## src/rtl/snowv_fsm_update.sv

```systemverilog
// rtl/snowv_fsm_update.sv - SNOW-V FSM R1/R2/R3, keystream z, AES-delegated update
// Optional SNOWV_FSM_ZREG_EN registers z (one-cycle lag, reset 0); default is combinational z.
module snowv_fsm_update (
    input  logic         clk,
    input  logic         reset_n,
    input  logic         load,
    input  logic [127:0] r1_i,
    input  logic [127:0] r2_i,
    input  logic [127:0] r3_i,
    input  logic         start,
    input  logic [127:0] t1,
    input  logic [127:0] t2,
    output logic         aes1_start,
    output logic         aes2_start,
    output logic [127:0] aes1_block_i,
    output logic [127:0] aes2_block_i,
    input  logic [127:0] aes1_block_o,
    input  logic [127:0] aes2_block_o,
    input  logic         aes1_ready,
    input  logic         aes2_ready,
    output logic [127:0] z,
    output logic         ready
);

    typedef enum logic [1:0] {
        ST_IDLE  = 2'd0,
        ST_ISSUE = 2'd1,
        ST_WAIT  = 2'd2
    } state_t;

    state_t       state_q, state_d;
    logic [127:0] r1_q, r1_d;
    logic [127:0] r2_q, r2_d;
    logic [127:0] r3_q, r3_d;
    logic [127:0] t2_q, t2_d;
    logic         aes_start_c;
    logic [127:0] z_c;

    // Four independent 32-bit adds; carries never cross lane boundaries.
    function automatic logic [127:0] add32x4(input logic [127:0] a, input logic [127:0] b);
        logic [127:0] s;
        for (int l = 0; l < 4; l++) begin
            s[32*l +: 32] = a[32*l +: 32] + b[32*l +: 32];
        end
        return s;
    endfunction

    // Output byte i takes input byte 4*(i mod 4) + i/4 (a 4x4 byte transpose).
    function automatic logic [127:0] sigma(input logic [127:0] x);
        logic [127:0] y;
        for (int i = 0; i < 16; i++) begin
            y[8*i +: 8] = x[8*(4*(i % 4) + i / 4) +: 8];
        end
        return y;
    endfunction

    always_comb begin
        state_d     = state_q;
        r1_d        = r1_q;
        r2_d        = r2_q;
        r3_d        = r3_q;
        t2_d        = t2_q;
        aes_start_c = 1'b0;
        case (state_q)
            ST_IDLE: begin
                if (load) begin
                    r1_d = r1_i;
                    r2_d = r2_i;
                    r3_d = r3_i;
                end else if (start) begin
                    t2_d    = t2;
                    state_d = ST_ISSUE;
                end
            end
            ST_ISSUE: begin
                aes_start_c = 1'b1;
                state_d     = ST_WAIT;
            end
            ST_WAIT: begin
                // All three registers commit together in the same cycle.
                if (aes1_ready && aes2_ready) begin
                    r1_d    = sigma(add32x4(r2_q, r3_q ^ t2_q));
                    r2_d    = aes1_block_o;
                    r3_d    = aes2_block_o;
                    state_d = ST_IDLE;
                end
            end
            default: state_d = ST_IDLE;
        endcase
    end

    always_ff @(posedge clk or negedge reset_n) begin
        if (!reset_n) begin
            state_q <= ST_IDLE;
            r1_q    <= '0;
            r2_q    <= '0;
            r3_q    <= '0;
            t2_q    <= '0;
        end else begin
            state_q <= state_d;
            r1_q    <= r1_d;
            r2_q    <= r2_d;
            r3_q    <= r3_d;
            t2_q    <= t2_d;
        end
    end

    assign z_c = add32x4(r1_q, t1) ^ r2_q;

`ifdef SNOWV_FSM_ZREG_EN
    logic [127:0] z_q;

    always_ff @(posedge clk or negedge reset_n) begin
        if (!reset_n) begin
            z_q <= '0;
        end else begin
            z_q <= z_c;
        end
    end

    assign z = z_q;
`else
    assign z = z_c;
`endif

    assign aes1_start   = aes_start_c;
    assign aes2_start   = aes_start_c;
    assign aes1_block_i = r1_q;
    assign aes2_block_i = r2_q;
    assign ready        = (state_q == ST_IDLE);

endmodule

```

## config.mk

```make
export PLATFORM = sky130hd
export DESIGN_NAME = snowv_fsm_update
export DESIGN_NICKNAME = d
export VERILOG_FILES = /design/src/rtl/snowv_fsm_update.sv
export SDC_FILE = /design/constraint.sdc
export NUM_CORES = 2
export LEC_CHECK = 0
export CORE_AREA = 10 10 499 501
export CTS_CLUSTER_SIZE = 28
export DETAILED_ROUTE_END_ITERATION = 10
export DIE_AREA = 0 0 509 511
export HOLD_SLACK_MARGIN = 0.1
export PLACE_DENSITY = 0.43
export SETUP_SLACK_MARGIN = 0.02
export SLEW_MARGIN = 0
export SYNTH_ARGS = -nofsm -noshare
export SYNTH_HDL_FRONTEND = slang
export SYNTH_SLANG_ARGS = --single-unit
```

## constraint.sdc

```tcl
create_clock -name clk -period 5.7 [get_ports clk]
set_input_delay 1.71 -clock clk [delete_from_list [all_inputs] [get_ports clk]]
set_output_delay 1.71 -clock clk [all_outputs]
set_load 0.02 [all_outputs]
```

# After elaboration in Yosys (flattened, before gate mapping)
# Index checks and enable logic that the tools add are counted.
# op_classes
addsub	8
n_eq_ne	6
n_mux	14
bitwise	3
n_reduce_logical	6
# op_table
op	count
128-bit 2-to-1 mux	6
128-bit case mux with 2 select lines	3
32-bit adder	8
128-bit bitwise XOR	2
3-bit AND reduction	3
2-bit != test, second input constant	4
2-bit 2-to-1 mux	3
2-bit case mux with 3 select lines	1
2-bit by 1-bit == test with 1-bit output, second input constant	1
2-bit == test, second input constant	1
2-bit logical NOT	1
2-bit nonzero test	1
1-bit logical AND	1
1-bit 2-to-1 mux	1
1-bit inverter	1
# totals
ff_bits	514
in_bits	902
out_inout_bits	387
wordCells	42

# Longest topological paths before layout
# logic_depth
ltp_word	4
depth_mapped	14
depth_no_buf	14

# Least setup slack after synthesis
# OpenSTA, ideal clock, no wires.
# synth_timing
path_kind	input-to-output
from	input t1[32]
to	output z[60]
t_arrival_ns	4.242
t_required_ns	3.990
slack_ns	-0.252
stages	13
n_path_buf	0
path_cell_list	ha_1 > inv_1 > fa_1 > nor2b_1 > o21a_1 > o21ai_0 > a2111oi_0 > nor2_1 > o221ai_1 > nand3_1 > a31oi_1 > a311oi_1 > xnor2_1
# synth_via
elab_chain_len	2
# synth_rtl
item	line	text
from (decl)	11	input logic [127:0] t1,
32-bit adder	43	s[32*l +: 32] = a[32*l +: 32] + b[32*l +: 32];
128-bit bitwise XOR	108	assign z_c = add32x4(r1_q, t1) ^ r2_q;
to (decl)	21	output logic [127:0] z,
# Every way passes these cells.

# Final worst setup path
# layout_timing
from	input t1[68]
to	output z[92]
# The elaborated chain is that of the path after synthesis.

==> flow_metrics.py <==
metrics = {
    "outcome": {
        "status": "complete, but fails checks",
        "violations": "setup timing",
    },
    "synthesis": {
        "synth_compound_area_share_pct": 20.0,
        "ys_types": 80,
        "syn_area_sq_um": 36600,
        "synth_cells": 4345,
        "synth.most_common_cell": "nand2_1",
        "synth_mux_area_share_pct": 4.05,
        "synth-seq-area-share_pct": 35.2,
        "synth_top_area_share_pct": 35.2,
        "async_flop_share_pct": 100,
        "synth_top_family_by_area": "compound AO/OA/AOI/OAI gates",
        "synth_commonest_cells": "nand2_1 (759), dfrtp_1 (514), nor2_1 (444)",
        "synth_edf_count": 0,
        "synth_flop_cell": "dfrtp_1",
        "yosys_warnings": 0,
        "ys_seq_elements": 514,
        "synth_top_area_cell": "dfrtp_1",
        "synth-xor-area-share_pct": 11.4,
        "synth_simple_gate_area_share_pct": 16.9,
        "synth_area_leaders": "dfrtp_1 (35%), ha_1 (8.9%), nand2_1 (7.8%)",
        "synth_fp_nets": 5515,
        "avgSynthCellArea_sq_um": 8.42,
        "synth_adder_area_share_pct": 9.33,
    },
    "die": {
        "dieArea_sq_um": 260000,
        "die_w_um": 509,
        "pin_count": 1289,
        "dieHeight_um": 511,
        "start_util_pct": 15.3,
        "rows": 180,
        "core_area_sq_um": 239000,
    },
    "timing": {
        "hold_viol": 0,
        "min_period_over_period_pct": 107,
        "clock_skew_ns": 0.0410,
        "whs_ns": 0.521,
        "setup_viol": 47,
        "fin_crit_ns": 6.09,
        "slew_headroom_pct": 18.4,
        "slew_violations": 0,
        "max_freq_mhz": 164,
        "tns_ns": -8.33,
        "tightest_slew_ns": 1.21,
        "fin_ws_ns": -0.387,
        "rsz0062_at_grt": "yes",
    },
    "global_route": {
        "overflow": 0,
        "grt_max_degree": 176,
        "grt_pass1_wl_um": 363000,
        "first_global_vias": 41000,
        "antenna_found_initial": 129,
        "track_usage_pct": 20.2,
    },
    "worst_setup_path": {
        "slowest_delay_ns": 0.54,
        "critPathLaunchType": "primary input",
        "worst-path-buf-inv": 5,
        "cpMaxStageDelayCell": "or4_4",
        "path_cells": "buf_4 > ha_4 > or4_4 > a21oi_4 > o31ai_4 > buf_4 > a21oi_4 > o31ai_2 > buf_4 > buf_12 > a221oi_4 > xnor2_4 > buf_12",
        "crit_family": "compound AO/OA/AOI/OAI gates",
        "end_kind": "output port",
        "critical_path_class": "in2out",
        "cpMostUsedCell": "buf_4",
        "worstPathRequired_ns": 3.99,
        "cp_max_fo": 3,
        "crit_arrival_ns": 4.38,
    },
    "route": {
        "viasPerCell": 4.35,
        "drt_iter0_markers": 2676,
        "routed-via-count": 40400,
        "avgRoutedWirePerCell_um": 29.6,
        "wl_um": 275000,
        "dr.pass1.iters": 6,
        "postRouteAntennaNets": 0,
        "drc": 0,
    },
    "layout": {
        "fin_nets": 7171,
        "regArea_sq_um": 12900,
        "nFillCells": 26000,
        "multi_input_area_sq_um": 25400,
        "layout-drive-gt1-share_pct": 20.8,
        "area_delta_synth_final_pct": 72.2,
    },
    "cts": {
        "clockBufferDepth": 3,
        "clk_root_buffer_cell": "clkbuf_16",
        "insertion_delay_ns": 0.71,
        "clock-sinks": 514,
        "htree_levels": 3,
        "clk_pin_slew_ns": 0.05,
        "cts_buffers": 75,
        "cts_hold_buf": 0,
        "cts_tree": "done",
    },
    "power_and_ir_drop": {
        "combPwrFrac_pct": 76.4,
        "p_clk_share_pct": 8.3,
        "p_leak_nw": 26.3,
        "ir_worst_vdd_mv": 0.445,
        "seqPwrFrac_pct": 15.2,
        "p_int_mw": 26.8,
        "sw_frac_of_total_pct": 52.4,
        "cellPowerDensity_nw_per_um2": 894,
        "p_sw_mw": 29.5,
    },
    "placement": {
        "gp_congestion": 0.905,
        "dp_hpwl_um": 234000,
        "io_buffers": 1288,
    },
    "flow_run": {
        "cap_viol_max_count": 0,
    },
    "hold_path": {
        "hp-class": "reg2reg",
    },
}
-- layout make-up --
cell class              instances  area share, %
clock inverters                22          0.340
inverters                      80          0.485
multi-input cells            3532           40.4
flip-flops and latches        514           20.4
well taps                    3185           6.33
diodes                         51          0.203
repair buffers               1798           28.4
clock buffers                 107           3.43
-- logic make-up (layout without fill, tap and decap cells) --
kind of cell | count (synthesis) | after routing
buffers and inverters | 299 | 2007
multiplexers | 132 | 132
AND/OR/NAND/NOR | 1478 | 1478
XOR/XNOR | 476 | 476
flip-flops | 514 | 514
adder cells (fa/ha/maj) | 268 | 268
other | 0 | 51
AO/OA/AOI/OAI | 1178 | 1178
-- metrics by stage --
step | std cells | setup slack [ns] | total power, mW | area [sq um] | utilization, %
finish | 9289 | -0.387 | 56.3 | 63000 | 26.3
global route | 9250 | -0.447 | 59.8 | 62900 | 26.3
CTS | 9223 | -0.375 | 56.9 | 62200 | 26.0
detailed placement | 9056 | -1.43 | 49.9 | 57400 | 24.0
global placement | 9056 | -1.50 | 49.9 | 57400 | 24.0
floorplan | 4345 | -0.0446 | 26.4 | 36800 | -
-- path summary, 6_finish.rpt --
path	startpoint	endpoint	slack, ns	cells after the start
max	t1[68]	z[92]	-0.39	13
min	aes1_block_i[125]	aes1_block_i[125]	0.52	2
max reg2reg	t2_q[12]	aes1_block_i[97]	1.62	11
min reg2reg	aes1_block_i[125]	aes1_block_i[125]	0.52	2
max in group asynchronous	reset_n	t2_q[101]	3.43	2
min in group asynchronous	reset_n	t2_q[42]	0.98	1
-- flip-flops by register name, indices dropped and copies added (netlist names) --
register,cells
state_q,2
aes1_block_i,128
aes2_block_i,128
r3_q,128
t2_q,128
-- worst register-to-register path: stages, from the launching register on --
cell	delay [ns]
dfrtp_1	0.41
xor2_1	0.40
ha_1	0.33
a21o_1	0.18
a21o_1	0.17
a21oi_1	0.34
inv_1	0.08
nor3_1	0.18
a21oi_1	0.16
a221oi_1	0.45
xor2_1	0.81
o21ai_0	0.36
-- layer usage --
layer | global-route usage [%] | vias to the layer above | part of all wire [%]
met4 | 4.10 | 110 | 2.2
met3 | 6.88 | 327 | 8.5
met1 | 24.6 | 19700 | 42
met5 | 0 | - | 0.25
li1 | - | 18700 | -
met2 | 34.3 | 1587 | 47
-- layout by cell type, fill, tap and decap left out, drive strengths merged, types with 21 or more instances in the layout --
master,count
nand4,25
diode,51
nand2b,21
a21oi,341
ha,260
nand2,759
clkdlybuf4s50,1078
o21ai,187
buf,662
clkbuf,110
a21o,166
dfrtp,514
dlygate4sd2,38
mux2,128
and3,47
nor3,33
xnor2,239
nand3,55
a31oi,321
inv,84
o21bai,27
nor2b,30
nor2,444
xor2,237
-- power by group through the flow --
| stage | clock, mW | combinational (mW) | sequential [mW] |
|---|---|---|---|
| after detailed placement | 0 | 41.4 | 8.55 |
| after global routing | 4.96 | 46.1 | 8.74 |
| after global placement | 0 | 41.4 | 8.52 |
| after CTS | 4.86 | 43.4 | 8.59 |
| final | 4.69 | 43.0 | 8.59 |
| after floorplan | 0 | 18.5 | 7.83 |
-- repair_timing --
action	CTS	global route
gates cloned	0	0
resized for setup	625	124
setup endpoints to repair	96	70
pin swaps	244	113
setup buffers	49	25
No activity file was read; power rests on OpenSTA's default activity.
